[src/rtl/memory_controller.sv]
// memory_controller
// Bridges the core's load/store unit onto a byte-wide data RAM and the fetch
// stage onto a word-wide program ROM. A load or store becomes a sequence of
// single-byte RAM beats, least significant byte first. Instruction fetches
// run on their own FSM and can overlap data traffic.
module memory_controller #(
  parameter int              XLEN       = 32,
  parameter logic [XLEN-1:0] DATA_BASE  = 32'hC000_0000,
  parameter int              DATA_BYTES = 65536,
  parameter logic [XLEN-1:0] CODE_BASE  = 32'h8000_0000,
  parameter int              CODE_WORDS = 16384,
  localparam int             RAM_AW     = $clog2(DATA_BYTES),
  localparam int             ROM_AW     = $clog2(CODE_WORDS)
) (
  input  logic              clk,
  input  logic              rst_n,
  // load/store request side
  input  logic              req_read,
  input  logic              req_write,
  input  logic [XLEN-1:0]   req_addr,
  input  logic [1:0]        req_width,
  input  logic              req_unsigned,
  input  logic [XLEN-1:0]   req_wdata,
  output logic [XLEN-1:0]   rdata,
  output logic              busy_main,
  output logic              done_main,
  output logic              err_main,
  // instruction fetch side
  input  logic              fetch_req,
  input  logic [XLEN-1:0]   fetch_addr,
  output logic [31:0]       fetch_data,
  output logic              fetch_valid,
  output logic              fetch_err,
  output logic              busy_fetch,
  // data RAM port
  output logic [RAM_AW-1:0] ram_addr,
  output logic [7:0]        ram_wdata,
  output logic              ram_rden,
  output logic              ram_wren,
  input  logic [7:0]        ram_q,
  // program ROM port
  output logic [ROM_AW-1:0] rom_addr,
  output logic              rom_rden,
  input  logic [31:0]       rom_q
);

  // One past the last legal data offset, and the ROM size in bytes.
  localparam logic [XLEN+1:0] DATA_LIMIT = (XLEN+2)'(DATA_BYTES);
  localparam logic [XLEN:0]   CODE_LIMIT = (XLEN+1)'(4 * CODE_WORDS);

  typedef enum logic [1:0] {
    IDLE,
    RD,
    WR,
    DONE
  } main_state_t;

  typedef enum logic [1:0] {
    F_IDLE,
    F_WAIT,
    F_DONE
  } fetch_state_t;

  main_state_t  state;
  fetch_state_t fstate;

  // Request decode (combinational, only meaningful while the main FSM is idle)
  logic [2:0]      req_beats;
  logic [1:0]      req_last;
  logic [XLEN:0]   data_off;
  logic [XLEN+1:0] data_end;
  logic            req_err;

  // Access context latched on accept
  logic [1:0]      beat_cnt;
  logic [1:0]      last_beat;
  logic [1:0]      acc_width;
  logic            acc_unsigned;
  logic [XLEN-1:0] wdata_sr;

  // Load return path: ram_q for the beat issued last cycle lands in cap_lane
  logic            cap_en;
  logic [1:0]      cap_lane;
  logic [XLEN-1:0] load_buf;
  logic [XLEN-1:0] merged;
  logic            ext_sign;
  logic [XLEN-1:0] load_result;

  // Fetch decode
  logic [XLEN:0]   code_off;
  logic            fetch_bad;

  // Beat count for the requested width; width 3 yields zero beats and is rejected below.
  always_comb begin
    req_beats = 3'd0;
    case (req_width)
      2'd0:    req_beats = 3'd1;
      2'd1:    req_beats = 3'd2;
      2'd2:    req_beats = 3'd4;
      default: req_beats = 3'd0;
    endcase
    req_last = 2'(req_beats - 3'd1);
  end

  // Range and alignment check; the extra top bits catch addresses below DATA_BASE as huge offsets.
  always_comb begin
    data_off = {1'b0, req_addr} - {1'b0, DATA_BASE};
    data_end = {1'b0, data_off} + (XLEN+2)'(req_beats);
    req_err  = (req_width == 2'd3)
            || (req_read && req_write)
            || ((req_width == 2'd1) && req_addr[0])
            || ((req_width == 2'd2) && (req_addr[1:0] != 2'b00))
            || (data_end > DATA_LIMIT);
  end

  // Fold the final returning byte into the buffer and sign/zero-extend above the top loaded byte.
  always_comb begin
    merged = load_buf;
    if (cap_en) begin
      merged[{cap_lane, 3'b000} +: 8] = ram_q;
    end
    ext_sign    = 1'b0;
    load_result = merged;
    case (acc_width)
      2'd0: begin
        ext_sign    = merged[7] & ~acc_unsigned;
        load_result = {{(XLEN-8){ext_sign}}, merged[7:0]};
      end
      2'd1: begin
        ext_sign    = merged[15] & ~acc_unsigned;
        load_result = {{(XLEN-16){ext_sign}}, merged[15:0]};
      end
      default: load_result = merged;
    endcase
  end

  // ROM window check: word aligned and inside the code region.
  always_comb begin
    code_off  = {1'b0, fetch_addr} - {1'b0, CODE_BASE};
    fetch_bad = (fetch_addr[1:0] != 2'b00) || (code_off >= CODE_LIMIT);
  end

  // Main FSM: accepts a request in IDLE, streams byte beats, then reports completion.
  always_ff @(posedge clk) begin
    if (!rst_n) begin
      state        <= IDLE;
      beat_cnt     <= 2'd0;
      last_beat    <= 2'd0;
      acc_width    <= 2'd0;
      acc_unsigned <= 1'b0;
      wdata_sr     <= '0;
      cap_en       <= 1'b0;
      cap_lane     <= 2'd0;
      load_buf     <= '0;
      rdata        <= '0;
      busy_main    <= 1'b0;
      done_main    <= 1'b0;
      err_main     <= 1'b0;
      ram_addr     <= '0;
      ram_wdata    <= 8'd0;
      ram_rden     <= 1'b0;
      ram_wren     <= 1'b0;
    end else begin
      done_main <= 1'b0;
      err_main  <= 1'b0;
      cap_en    <= ram_rden;
      cap_lane  <= beat_cnt;
      if (cap_en) begin
        load_buf[{cap_lane, 3'b000} +: 8] <= ram_q;
      end

      case (state)
        IDLE: begin
          if (req_read || req_write) begin
            if (req_err) begin
              done_main <= 1'b1;
              err_main  <= 1'b1;
            end else begin
              busy_main    <= 1'b1;
              beat_cnt     <= 2'd0;
              last_beat    <= req_last;
              acc_width    <= req_width;
              acc_unsigned <= req_unsigned;
              ram_addr     <= data_off[RAM_AW-1:0];
              if (req_write) begin
                ram_wren  <= 1'b1;
                ram_wdata <= req_wdata[7:0];
                wdata_sr  <= req_wdata >> 8;
                state     <= WR;
              end else begin
                ram_rden <= 1'b1;
                state    <= RD;
              end
            end
          end
        end

        RD: begin
          if (beat_cnt == last_beat) begin
            ram_rden <= 1'b0;
            state    <= DONE;
          end else begin
            beat_cnt <= beat_cnt + 2'd1;
            ram_addr <= ram_addr + RAM_AW'(1);
          end
        end

        WR: begin
          if (beat_cnt == last_beat) begin
            ram_wren  <= 1'b0;
            busy_main <= 1'b0;
            done_main <= 1'b1;
            state     <= IDLE;
          end else begin
            beat_cnt  <= beat_cnt + 2'd1;
            ram_addr  <= ram_addr + RAM_AW'(1);
            ram_wdata <= wdata_sr[7:0];
            wdata_sr  <= wdata_sr >> 8;
          end
        end

        DONE: begin
          rdata     <= load_result;
          busy_main <= 1'b0;
          done_main <= 1'b1;
          state     <= IDLE;
        end

        default: state <= IDLE;
      endcase
    end
  end

  // Fetch FSM: one ROM read per request, result registered two cycles after the strobe.
  always_ff @(posedge clk) begin
    if (!rst_n) begin
      fstate      <= F_IDLE;
      rom_addr    <= '0;
      rom_rden    <= 1'b0;
      busy_fetch  <= 1'b0;
      fetch_data  <= 32'd0;
      fetch_valid <= 1'b0;
      fetch_err   <= 1'b0;
    end else begin
      fetch_valid <= 1'b0;
      fetch_err   <= 1'b0;

      case (fstate)
        F_IDLE: begin
          if (fetch_req) begin
            if (fetch_bad) begin
              fetch_valid <= 1'b1;
              fetch_err   <= 1'b1;
            end else begin
              rom_addr   <= code_off[ROM_AW+1:2];
              rom_rden   <= 1'b1;
              busy_fetch <= 1'b1;
              fstate     <= F_WAIT;
            end
          end
        end

        F_WAIT: begin
          rom_rden <= 1'b0;
          fstate   <= F_DONE;
        end

        F_DONE: begin
          fetch_data  <= rom_q;
          fetch_valid <= 1'b1;
          busy_fetch  <= 1'b0;
          fstate      <= F_IDLE;
        end

        default: fstate <= F_IDLE;
      endcase
    end
  end

endmodule

[config.mk]
export PLATFORM = sky130hd
export DESIGN_NAME = memory_controller
export DESIGN_NICKNAME = d
export VERILOG_FILES = /design/src/rtl/memory_controller.sv
export SDC_FILE = /design/constraint.sdc
export NUM_CORES = 1
export LEC_CHECK = 0
export CAP_MARGIN = 0
export CORE_MARGIN = 3
export CORE_UTILIZATION = 51
export DETAILED_ROUTE_END_ITERATION = 16
export PLACE_DENSITY = 0.88
export SYNTH_ARGS = -nofsm -noshare
export SYNTH_HDL_FRONTEND = slang
export SYNTH_SLANG_ARGS = --single-unit
[constraint.sdc]
create_clock -name clk -period 9.1 [get_ports clk]
set_clock_uncertainty 0.05 [all_clocks]
set_input_delay 0.91 -clock clk [delete_from_list [all_inputs] [get_ports clk]]
set_output_delay 0.91 -clock clk [all_outputs]
set_load 0.01 [all_outputs]
==> summary.md <==
| Metric | Value |
|---|---|
| Status | `finished, final reports clean` |
| CTS buffer count | `17` |
| DRC viols | `0` |
| Largest fanout on the critical path | `26` |
| Setup crit start kind | `primary input` |
| Synth Register Bits | `181` |
| PortBufs | `254` |
| Mapped Nets | `1143` |
| Initial Util | `0.527` |
| Mapped Area | `8490 um2` |
| Final Core Density | `0.726` |
| DIE AREA | `18200 um2` |
| Ranking of synthesized cells by area | `dfxtp_1 43%, nand2_1 6.8%, a21oi_1 6.0%` |
| Total global routing overflow | `0` |
| Seq/Total Area, Yosys | `0.427` |
| CP endpoint kind | `flip-flop` |
| Psw | `702 uW` |
| Initial DRT Pass Iterations | `5` |
| CTS Hold Bufs | `0` |
| Maximum VDD drop | `0.122 mV` |
| HP Class | `reg -> reg` |
| Fmax | `173 MHz` |
| Post-CTS Resized | `0` |
| Worst-path clk slew | `0.07 ns` |
| Synth cell types | `75` |
| Period utilization | `0.637` |
| Synthesized area per cell | `8.64 um2` |
| Final setup vio count | `0` |
| Largest net degree at the start of global routing | `78` |
| Detailed placer's ending HPWL | `18.1 mm` |
| Slew @ Worst Pin | `1.30 ns` |
| CTS root buffer | `clkbuf_16` |
| Met2 GRT Util | `0.457` |
| Post-route ant nets | `0` |
| GPL Wtd Cong | `0.887` |
| Max_cap viols | `0` |
| Comb power frac | `0.232` |
| Post-Synthesis Cells | `983` |
| Setup TNS | `0 ns` |
| Clk_lat worst skew | `0.43 ns` |
| Leakage power | `0.00402 uW` |
| Slew Viols, Final | `0` |
| Top cell type's share of synthesized area | `0.427` |
| Vias in the first global route | `8141` |
| Die W | `135 um` |
| Ys async rst share | `0` |
| Overall routing resource usage | `0.273` |
| Clk buf depth | `2` |
| DR vias | `8296` |
| Number of cell rows | `46` |
| First-pass GRT wire length | `40.6 mm` |
| # clock sinks | `181` |
| NumNets Final | `1361` |
| Crit path DAT | `5.99 ns` |
| TritonCTS clock tree | `done` |
| Post-synth EDFFs | `0` |
| Setup repair bufs after CTS | `0` |
| GRT met1 Usage | `0.333` |
| Core area | `16100 um2` |
| Number of diodes | `0` |
| Rel. slew slack | `0.120` |
| Reg power frac | `0.421` |
| Filler Cells Inserted | `1203` |
| Yosys warns | `0` |
| Starting DRT DRC Count | `627` |
| Sw frac | `0.323` |
| WL/cell | `17.7 um` |
| CP required | `9.30 ns` |
| Final hold vios | `0` |
| GRT busiest layer | `met2` |
| I/O pin total | `255` |
| Ys flop type | `dfxtp_1` |
| RSZ-0062 raised after global routing | `false` |
| Share of cells above drive strength 1 | `0.0766` |
| Number of vias per cell | `5.80` |
| Met3 usage | `0.0689` |
| Initial antenna violation count | `1` |
| CP Class | `in -> reg` |
| Dominant cell type by area after synthesis | `dfxtp_1` |
| Die H | `135 um` |
| Power per cell area | `186 nW/um2` |
| Clock power share | `0.347` |
| Internal power | `1470 uW` |
| Final Critical Period | `5.79 ns` |
| Total Routed Length | `25.3 mm` |
| H-tree levels | `4` |
| Area grow syn2layout | `37.7%` |
critical path, stage by stage:
cell	delay, ns
clkdlybuf4s50_1	0.51
nor2_1	0.15
ha_1	0.18
inv_1	0.06
fa_1	0.39
nand2b_1	0.23
a2111o_1	0.58
nor4_1	0.43
mux2i_1	0.29
a21boi_2	0.24
nand4bb_4	0.17
o41ai_4	0.31
buf_4	0.33
and2_1	1.02
a211oi_2	0.20
synthesized netlist by cell type (all sizes together), types with 3 or more instances:
| library cell | n |
|---|---|
| nor2b | 6 |
| nand4 | 7 |
| ha | 15 |
| o221a | 13 |
| a41oi | 3 |
| clkbuf | 49 |
| o41ai | 3 |
| a31oi | 5 |
| a22oi | 24 |
| nand2 | 153 |
| nor3 | 21 |
| o31ai | 7 |
| a22o | 26 |
| or3 | 6 |
| a211oi | 36 |
| and2 | 18 |
| a21o | 3 |
| nor4 | 12 |
| o2111ai | 3 |
| mux2i | 31 |
| nand3b | 3 |
| or2 | 3 |
| a211o | 3 |
| inv | 23 |
| dfxtp | 181 |
| nand2b | 9 |
| o21ai | 41 |
| o22ai | 6 |
| nor4b | 5 |
| nand3 | 19 |
| o211ai | 8 |
| buf | 16 |
| and3 | 12 |
| xnor2 | 6 |
| o211a | 3 |
| nor2 | 70 |
| a21oi | 102 |
cell type report:
class	count	area, um2	area share
Clock buffer	17	425	0.0364
Sequential cell	181	3620	0.310
Timing Repair Buffer	264	2610	0.223
Clock inverter	15	195	0.0167
Inverter	24	92.6	0.00792
Multi-Input combinational cell	713	4480	0.383
Tap cell	216	270	0.0231
worst paths after layout:
| kind | slack (ns) | cells after the start | to | start |
|---|---|---|---|---|
| setup / recovery | 3.31 | 15 | wdata_sr[5]$_SDFFE_PN0P_ | req_width[1] |
| hold / removal | 0.41 | 2 | fetch_data[12]$_SDFFE_PN0P_ | fetch_data[12]$_SDFFE_PN0P_ |
| setup reg to reg | 5.69 | 7 | rdata[20]$_SDFFE_PN0P_ | cap_lane[0]$_SDFF_PN0_ |
| hold reg to reg | 0.41 | 2 | fetch_data[12]$_SDFFE_PN0P_ | fetch_data[12]$_SDFFE_PN0P_ |
per-stage QoR:
step	hold slack (ns)	power, uW	instances	setup WS, ns	cell area (um2)
after global placement	0.387	1410	1398	3.15	11100
after detailed placement	0.396	1430	1398	2.93	11100
final	0.405	2180	1430	3.31	11700
after floorplan	0.399	1190	983	4.64	8490
after CTS	0.407	2180	1430	3.33	11700
after global routing	0.428	2260	1430	2.97	11700
per-layer routing:
layer  vias up  routed length [um]
li1       4007                   -
met1      3888               10300
met3        73                1660
met2       326               12400
met4         2                 961
met5         -                  13
flip-flops by register name, summed over array words and instances (netlist names), 2 cells and up:
name and cells:
state 2, fstate 2, last_beat 2, cap_lane 2, acc_width 2, fetch_data 32
wdata_sr 24, beat_cnt 2, rom_addr 14, rdata 32, load_buf 32, ram_addr 16
ram_wdata 8
power groups by stage:
stage / Sequential (uW) / Clock [uW] / Combinational, uW
floorplan: 939 / 0 / 250
global placement: 931 / 0 / 484
detailed placement: 932 / 0 / 494
CTS: 915 / 763 / 501
global route: 923 / 796 / 545
finish: 916 / 755 / 505
cells in the final DEF (no fill, tap or decap), types with 9 or more instances in the layout:
master,synthesis,final
nor4_1,11,11
buf_4,0,10
nand3_1,18,18
nand2_1,153,153
a21oi_1,101,101
ha_1,15,15
nand2b_1,9,9
o21ai_0,33,33
a211oi_1,16,16
a22oi_1,24,24
a22o_1,26,26
and3_1,12,12
mux2i_1,31,31
o221a_2,13,13
dfxtp_1,181,181
clkbuf_16,0,17
a211oi_2,20,20
and2_1,18,18
inv_1,22,21
nor3_1,21,21
nor2_1,70,70
clkdlybuf4s50_1,0,253
cell families (layout without fill, tap and decap cells):
logic type / Yosys count / after routing / synth area share
buffers and inverters: 89 / 320 / 0.0465
adder cells (fa/ha/maj): 16 / 16 / 0.0245
AO/OA/AOI/OAI: 304 / 304 / 0.256
multiplexers: 33 / 33 / 0.0392
AND/OR/NAND/NOR: 352 / 352 / 0.199
XOR/XNOR: 8 / 8 / 0.00825
flip-flops: 181 / 181 / 0.427
Note: power is estimated with default switching activity, not from simulation.
